==> config.mk <==
export PLATFORM = sky130hd
export DESIGN_NAME = path_rom_streamer
export DESIGN_NICKNAME = d
export VERILOG_FILES = /design/src/rtl/path_rom_streamer.sv
export SDC_FILE = /design/constraint.sdc
export NUM_CORES = 1
export LEC_CHECK = 0
export BUFFER_PORTS_ARGS = -buffer_cell sky130_fd_sc_hd__buf_2
export CAP_MARGIN = 15
export CORE_MARGIN = 1.5
export CORE_UTILIZATION = 25
export CTS_CLUSTER_DIAMETER = 150
export DETAILED_ROUTE_END_ITERATION = 6
export PLACE_DENSITY = 0.42
export SETUP_SLACK_MARGIN = 0.2
export SYNTH_ARGS = -nofsm -noshare
export SYNTH_HDL_FRONTEND = slang
export SYNTH_SLANG_ARGS = --single-unit
==> constraint.sdc <==
create_clock -name CLK -period 2.12 [get_ports CLK]
set_input_delay 0.636 -clock CLK [delete_from_list [all_inputs] [get_ports CLK]]
set_output_delay 0.636 -clock CLK [all_outputs]
set_load 0.005 [all_outputs]
==> src/rtl/path_rom_streamer.sv <==
// path_rom_streamer
//   Read-side sequencer for a path ROM with one-cycle read latency. A start
//   command latches a base address and a length; the block then walks a
//   contiguous address window (wrapping at 2^ADDR_W) and delivers each ROM
//   word on a valid/ready stream. A 3-entry FIFO holds in-flight ROM data so
//   that backpressure never drops or duplicates a word, while still allowing
//   one word per cycle when the consumer is always ready.
//
// Ports
//   CLK        system clock, rising edge
//   RST        asynchronous active-high reset
//   iSTART     start request, sampled only while idle
//   iBASE      first ROM address of the walk
//   iLENGTH    number of words (clamped to 2^ADDR_W)
//   oADDRESS   registered ROM address
//   iROM_DATA  ROM word addressed on the previous edge
//   oDATA      stream data (head of FIFO, zero when not valid)
//   oVALID     stream valid (FIFO not empty)
//   iREADY     consumer ready
//   oLAST      current beat is the final word of the walk
//   oBUSY      a walk is in progress
//   oDONE      one-cycle pulse when a walk completes
module path_rom_streamer #(
    parameter int ADDR_W = 9,
    parameter int DATA_W = 10
) (
    input  logic              CLK,
    input  logic              RST,
    input  logic              iSTART,
    input  logic [ADDR_W-1:0] iBASE,
    input  logic [ADDR_W:0]   iLENGTH,
    output logic [ADDR_W-1:0] oADDRESS,
    input  logic [DATA_W-1:0] iROM_DATA,
    output logic [DATA_W-1:0] oDATA,
    output logic              oVALID,
    input  logic              iREADY,
    output logic              oLAST,
    output logic              oBUSY,
    output logic              oDONE
);

    localparam logic [ADDR_W:0]   FULL_LEN = {1'b1, {ADDR_W{1'b0}}};
    localparam logic [ADDR_W:0]   ONE_LEN  = {{ADDR_W{1'b0}}, 1'b1};
    localparam logic [ADDR_W-1:0] ONE_ADDR = {{(ADDR_W-1){1'b0}}, 1'b1};

    typedef enum logic [1:0] {IDLE, RUN, FINISH} state_t;

    state_t            state, state_nxt;
    logic [ADDR_W-1:0] rd_addr;
    logic [ADDR_W:0]   issue_left;
    logic [ADDR_W:0]   beats_left;
    logic              inflight;

    logic [DATA_W-1:0] fifo_mem [3];
    logic [1:0]        wr_ptr;
    logic [1:0]        rd_ptr;
    logic [1:0]        fifo_count;

    logic [ADDR_W:0]   start_len;
    logic              start_acc;
    logic              fetch;
    logic              push;
    logic              pop;

    // Circular pointer step for the 3-entry FIFO.
    function automatic logic [1:0] ptr_inc(input logic [1:0] p);
        return (p == 2'd2) ? 2'd0 : p + 2'd1;
    endfunction

    // Any length with the top bit set is >= 2^ADDR_W, so it clamps to a full sweep.
    assign start_len = iLENGTH[ADDR_W] ? FULL_LEN : iLENGTH;
    assign start_acc = (state == IDLE) && iSTART;

    // Occupancy counts the word still coming out of the ROM, so the FIFO can
    // never overflow even though the fetch decision ignores iREADY.
    assign fetch = (state == RUN) && (issue_left != '0)
                   && (({1'b0, fifo_count} + {2'b00, inflight}) < 3'd3);
    assign push  = inflight;
    assign pop   = oVALID && iREADY;

    assign oADDRESS = rd_addr;
    assign oVALID   = (fifo_count != 2'd0);
    assign oDATA    = oVALID ? fifo_mem[rd_ptr] : '0;
    assign oLAST    = oVALID && (beats_left == ONE_LEN);
    assign oBUSY    = (state != IDLE);
    assign oDONE    = (state == FINISH);

    always_comb begin
        state_nxt = state;
        unique case (state)
            IDLE: begin
                if (iSTART) begin
                    state_nxt = (start_len == '0) ? FINISH : RUN;
                end
            end
            RUN: begin
                if (pop && oLAST) begin
                    state_nxt = FINISH;
                end
            end
            FINISH:  state_nxt = IDLE;
            default: state_nxt = IDLE;
        endcase
    end

    always_ff @(posedge CLK or posedge RST) begin
        if (RST) begin
            state      <= IDLE;
            rd_addr    <= '0;
            issue_left <= '0;
            beats_left <= '0;
            inflight   <= 1'b0;
            wr_ptr     <= 2'd0;
            rd_ptr     <= 2'd0;
            fifo_count <= 2'd0;
        end else begin
            state    <= state_nxt;
            inflight <= fetch;

            // Issue side: address and remaining fetch count.
            if (start_acc) begin
                rd_addr    <= iBASE;
                issue_left <= start_len;
            end else if (fetch) begin
                rd_addr    <= rd_addr + ONE_ADDR;
                issue_left <= issue_left - ONE_LEN;
            end

            // Delivery side: beats remaining and FIFO bookkeeping.
            if (start_acc) begin
                beats_left <= start_len;
            end else if (pop) begin
                beats_left <= beats_left - ONE_LEN;
            end

            if (push) begin
                wr_ptr <= ptr_inc(wr_ptr);
            end
            if (pop) begin
                rd_ptr <= ptr_inc(rd_ptr);
            end

            unique case ({push, pop})
                2'b10:   fifo_count <= fifo_count + 2'd1;
                2'b01:   fifo_count <= fifo_count - 2'd1;
                default: fifo_count <= fifo_count;
            endcase
        end
    end

    // FIFO storage carries data only; validity comes from fifo_count.
    always_ff @(posedge CLK) begin
        if (push) begin
            fifo_mem[wr_ptr] <= iROM_DATA;
        end
    end

endmodule

==> Flow_metrics.wiki <==
{| class="wikitable"
! Metric !! Value
|-
| Result of the run || complete, but fails checks
|-
| Violated checks || negative setup slack
|-
| Relative slew margins || 63.48%
|-
| Initial cell density of the core || 25.96%
|-
| Count of buffers inserted at the top-level ports || 55
|-
| Total Wirelength || 9.339 mm
|-
| RePlAce Congestion || 0.7849
|-
| Slowest cell on the critical path || sky130_fd_sc_hd__or4_4
|-
| Placed wire-length estimate || 6.146 mm
|-
| Minimum clock period || 2.370 ns
|-
| Initial antenna violation count || 1
|-
| Leak || 2.041 nW
|-
| DRT antenna net count || 0
|-
| Setup repair after global routing missed its margin || yes
|-
| CP startpoint kind || flop
|-
| # IOs || 56
|-
| Netlist Area Pre-Place || 3329 µm²
|-
| Post-synthesis sequential area ratio || 55.62%
|-
| Type of element capturing the critical path || primary output
|-
| CTS tree || built
|-
| Synth top cells by count || sky130_fd_sc_hd__nor2_1 (41), sky130_fd_sc_hd__dfrtp_1 (38), sky130_fd_sc_hd__edfxtp_1 (30)
|-
| Critical-path cell list || or4_4 -> nor3_4 -> and3_4 -> buf_6
|-
| Cell family contributing the most delay on the critical path || simple AND/OR/NAND/NOR gates
|-
| Ant. Diodes || 0
|-
| Number of vias per cell after detailed routing || 4.762
|-
| Post-layout net count || 460
|-
| Post-synthesis sequential element count || 68
|-
| Final hold violation count || 0
|-
| Share of the cycle needed by the critical path after routing || 111.8%
|-
| Share of cells above drive strength 1 || 41.88%
|-
| Fmax || 0.4219 GHz
|-
| Clock buffer count from CTS || 9
|-
| Clock transition at the registers of the reported paths || 0.06 ns
|-
| Floorplan Core Area || 12820 µm²
|-
| Worst vdd ir || 0.0007159 V
|-
| Clk Latency, worst-skew pair || 0.34 ns
|-
| Root buf cell || sky130_fd_sc_hd__clkbuf_16
|-
| Count of yosys warnings during synthesis || 0
|-
| Clk_skew || 0.004481 ns
|-
| Number of max-cap violations || 0
|-
| Share of synthesized flip-flops with an asynchronous set or reset || 55.88%
|-
| Arrival time at the worst endpoint || 1.73 ns
|-
| Row Count || 41
|-
| Final core area utilization || 38.23%
|-
| Crit path largest cell delay || 0.56 ns
|-
| Die outline width || 118.4 µm
|-
| Worst Reg-to-Reg Cells || 6
|-
| Most common cell in the synthesized netlist || sky130_fd_sc_hd__nor2_1
|-
| Die height || 118.4 µm
|-
| Top cell type by total area after synthesis || sky130_fd_sc_hd__dfrtp_1
|-
| WP buf/inv || 1
|-
| Min setup slack post-route || -0.2502 ns
|-
| Synthesized Nets || 352
|-
| Category of the most critical setup path || flop to primary output
|-
| Cell area power density || 1673 nW/µm²
|-
| Class of the most critical hold timing path || input pin to async pin
|-
| First-pass GRT wire length || 15.09 mm
|-
| Pre-Repair DR Iteration Count || 4
|-
| Mapped Cells || 312
|-
| Clock Tree Buf Depth || 2
|-
| Fraction of synthesized cell area taken by the top area cell type || 28.56%
|-
| Clock tree sinks || 68
|-
| DRC violation count after routing || 0
|-
| H-tree levels || 3
|-
| Data required time at the worst endpoint || 1.48 ns
|-
| Die area || 14020 µm²
|-
| Number of stages on the worst setup path || 4
|-
| Routed wirelength normalized by instance count || 15.64 µm
|-
| Setup violations, final || 2
|-
| Final Total Pwr || 8.202 mW
|-
| Per-instance average area after synthesis || 10.67 µm²
|-
| Pin count of the biggest net entering global routing || 39
|-
| Post-synth cell types || 48
|-
| Via count of the first global-routing pass || 2874
|-
| Top FF cell, synth || sky130_fd_sc_hd__dfrtp_1
|-
| Global-route total usage across every layer || 13.97%
|-
| CP max FO || 2
|-
| Starting DRT DRC Count || 115
|-
| Transition time at the pin with the least slew margin || 0.5478 ns
|-
| Dominant cells by area after synthesis || sky130_fd_sc_hd__dfrtp_1 (29%), sky130_fd_sc_hd__edfxtp_1 (27%), sky130_fd_sc_hd__nor2_1 (4.6%)
|-
| Minimum setup slack after placement || -0.04028 ns
|-
| Hold_buf cts || 0
|-
| Area delta synth->final || 47.28%
|-
| Fin. max-slew vios || 0
|-
| Number of enable flip-flop cells after synthesis || 30
|-
| Final global-route overflow total || 0
|-
| Total vias in the final route || 2843
|}
[metal layers]
| metal | share of wire [%] | GRT usage [%] | wire length, µm |
|---|---|---|---|
| met1 | 45 | 17.48 | 4196 |
| met2 | 47 | 22.53 | 4421 |
| met3 | 6.2 | 5.212 | 583 |
| met4 | 1.5 | 4.066 | 137 |
| met5 | 0 | 0 | 0 |
[through the flow]
| stage | TNS, ns | std cells | cell area, µm² | hold slack (ns) |
|---|---|---|---|---|
| floorplan | -0.02152 | 312 | 3432 | 0.4599 |
| global placement | 0 | 557 | 4113 | 0.4728 |
| detailed placement | -0.1039 | 557 | 4113 | 0.4867 |
| CTS | -0.3890 | 588 | 4776 | 0.4471 |
| global route | -1.511 | 597 | 4903 | 0.4850 |
| finish | -0.2618 | 597 | 4903 | 0.4146 |
[state kept, by name, indices dropped and copies added, names as in the netlist]
| register | count |
|---|---|
| rd_ptr | 2 |
| fifo_mem | 30 |
| beats_left | 10 |
| oADDRESS | 9 |
| wr_ptr | 2 |
| issue_left | 10 |
| fifo_count | 2 |
| inflight | 1 |
| state | 2 |
[logic make-up after synthesis]
kind of cell	after synthesis	share of synthesized area [%]
and+or+nand+nor	118	18.34
DFF	68	55.62
AOI/OAI and AO/OA	67	13.34
buffers and inverters	28	3.232
muxes	13	3.946
xor gates and xnor gates	11	2.894
adders and majority gates	7	2.630
[power by group]
group | leakage, nW | internal [mW] | switching [mW]
registers | 0.721 | 1.95 | 0.413
logic | 1.17 | 2.27 | 2.00
clock network | 0.147 | 0.930 | 0.646
total | 2.04 | 5.15 | 3.06
[cell usage in the layout, fill, tap and decap left out, drive strengths merged, types with 3 or more instances in the layout]
master,synthesis,final
buf,4,110
nor2,41,41
dfrtp,38,38
edfxtp,30,30
a21oi,20,20
nand2,17,17
inv,13,17
mux2i,12,12
clkbuf,11,10
nor3,10,10
xnor2,9,9
o21ai,9,9
or4,8,8
and3,7,7
nand3,7,7
ha,7,7
a31oi,6,6
a211oi,5,5
nand2b,4,4
a21o,4,4
a311oi,4,4
o31ai,4,4
or2,3,3
o21bai,3,3
nand4,3,3
o211ai,3,3
nor4b,3,3
or3,3,3
nor4,3,3
[tightest hold or removal path, stage by stage]
cell	delay (ns)
sky130_fd_sc_hd__buf_2	0.10
sky130_fd_sc_hd__inv_1	0.04
sky130_fd_sc_hd__buf_4	0.43
[final timing paths]
path | start | endpoint | slack [ns]
max | beats_left[2] | oLAST | -0.25
max reg2reg | issue_left[0] | issue_left[8] | -0.01
max in group asynchronous | RST | state[0] | 1.31
min in group CLK | iROM_DATA[3] | fifo_mem[1][3] | 0.49
min | RST | oADDRESS[3] | 0.41
min reg2reg | wr_ptr[0] | wr_ptr[0] | 0.50
[cell type report]
type,count,area (µm²)
Fill cell,1303,7921
Tap cell,172,215.2
Timing Repair Buffer,112,842.1
Clock inverter,7,81.33
Sequential cell,68,1856
Inverter,13,48.80
Clock buffer,9,225.2
Multi-Input combinational cell,216,1635
[what timing repair did]
item                       CTS  global route
setup buffers               11             9
hold endpoints to repair     0             0
pin swaps                   27            10
cloned                       4             0
resized for setup           42            15
setup endpoints to repair   28            35
(Power assumes the default switching activity.)
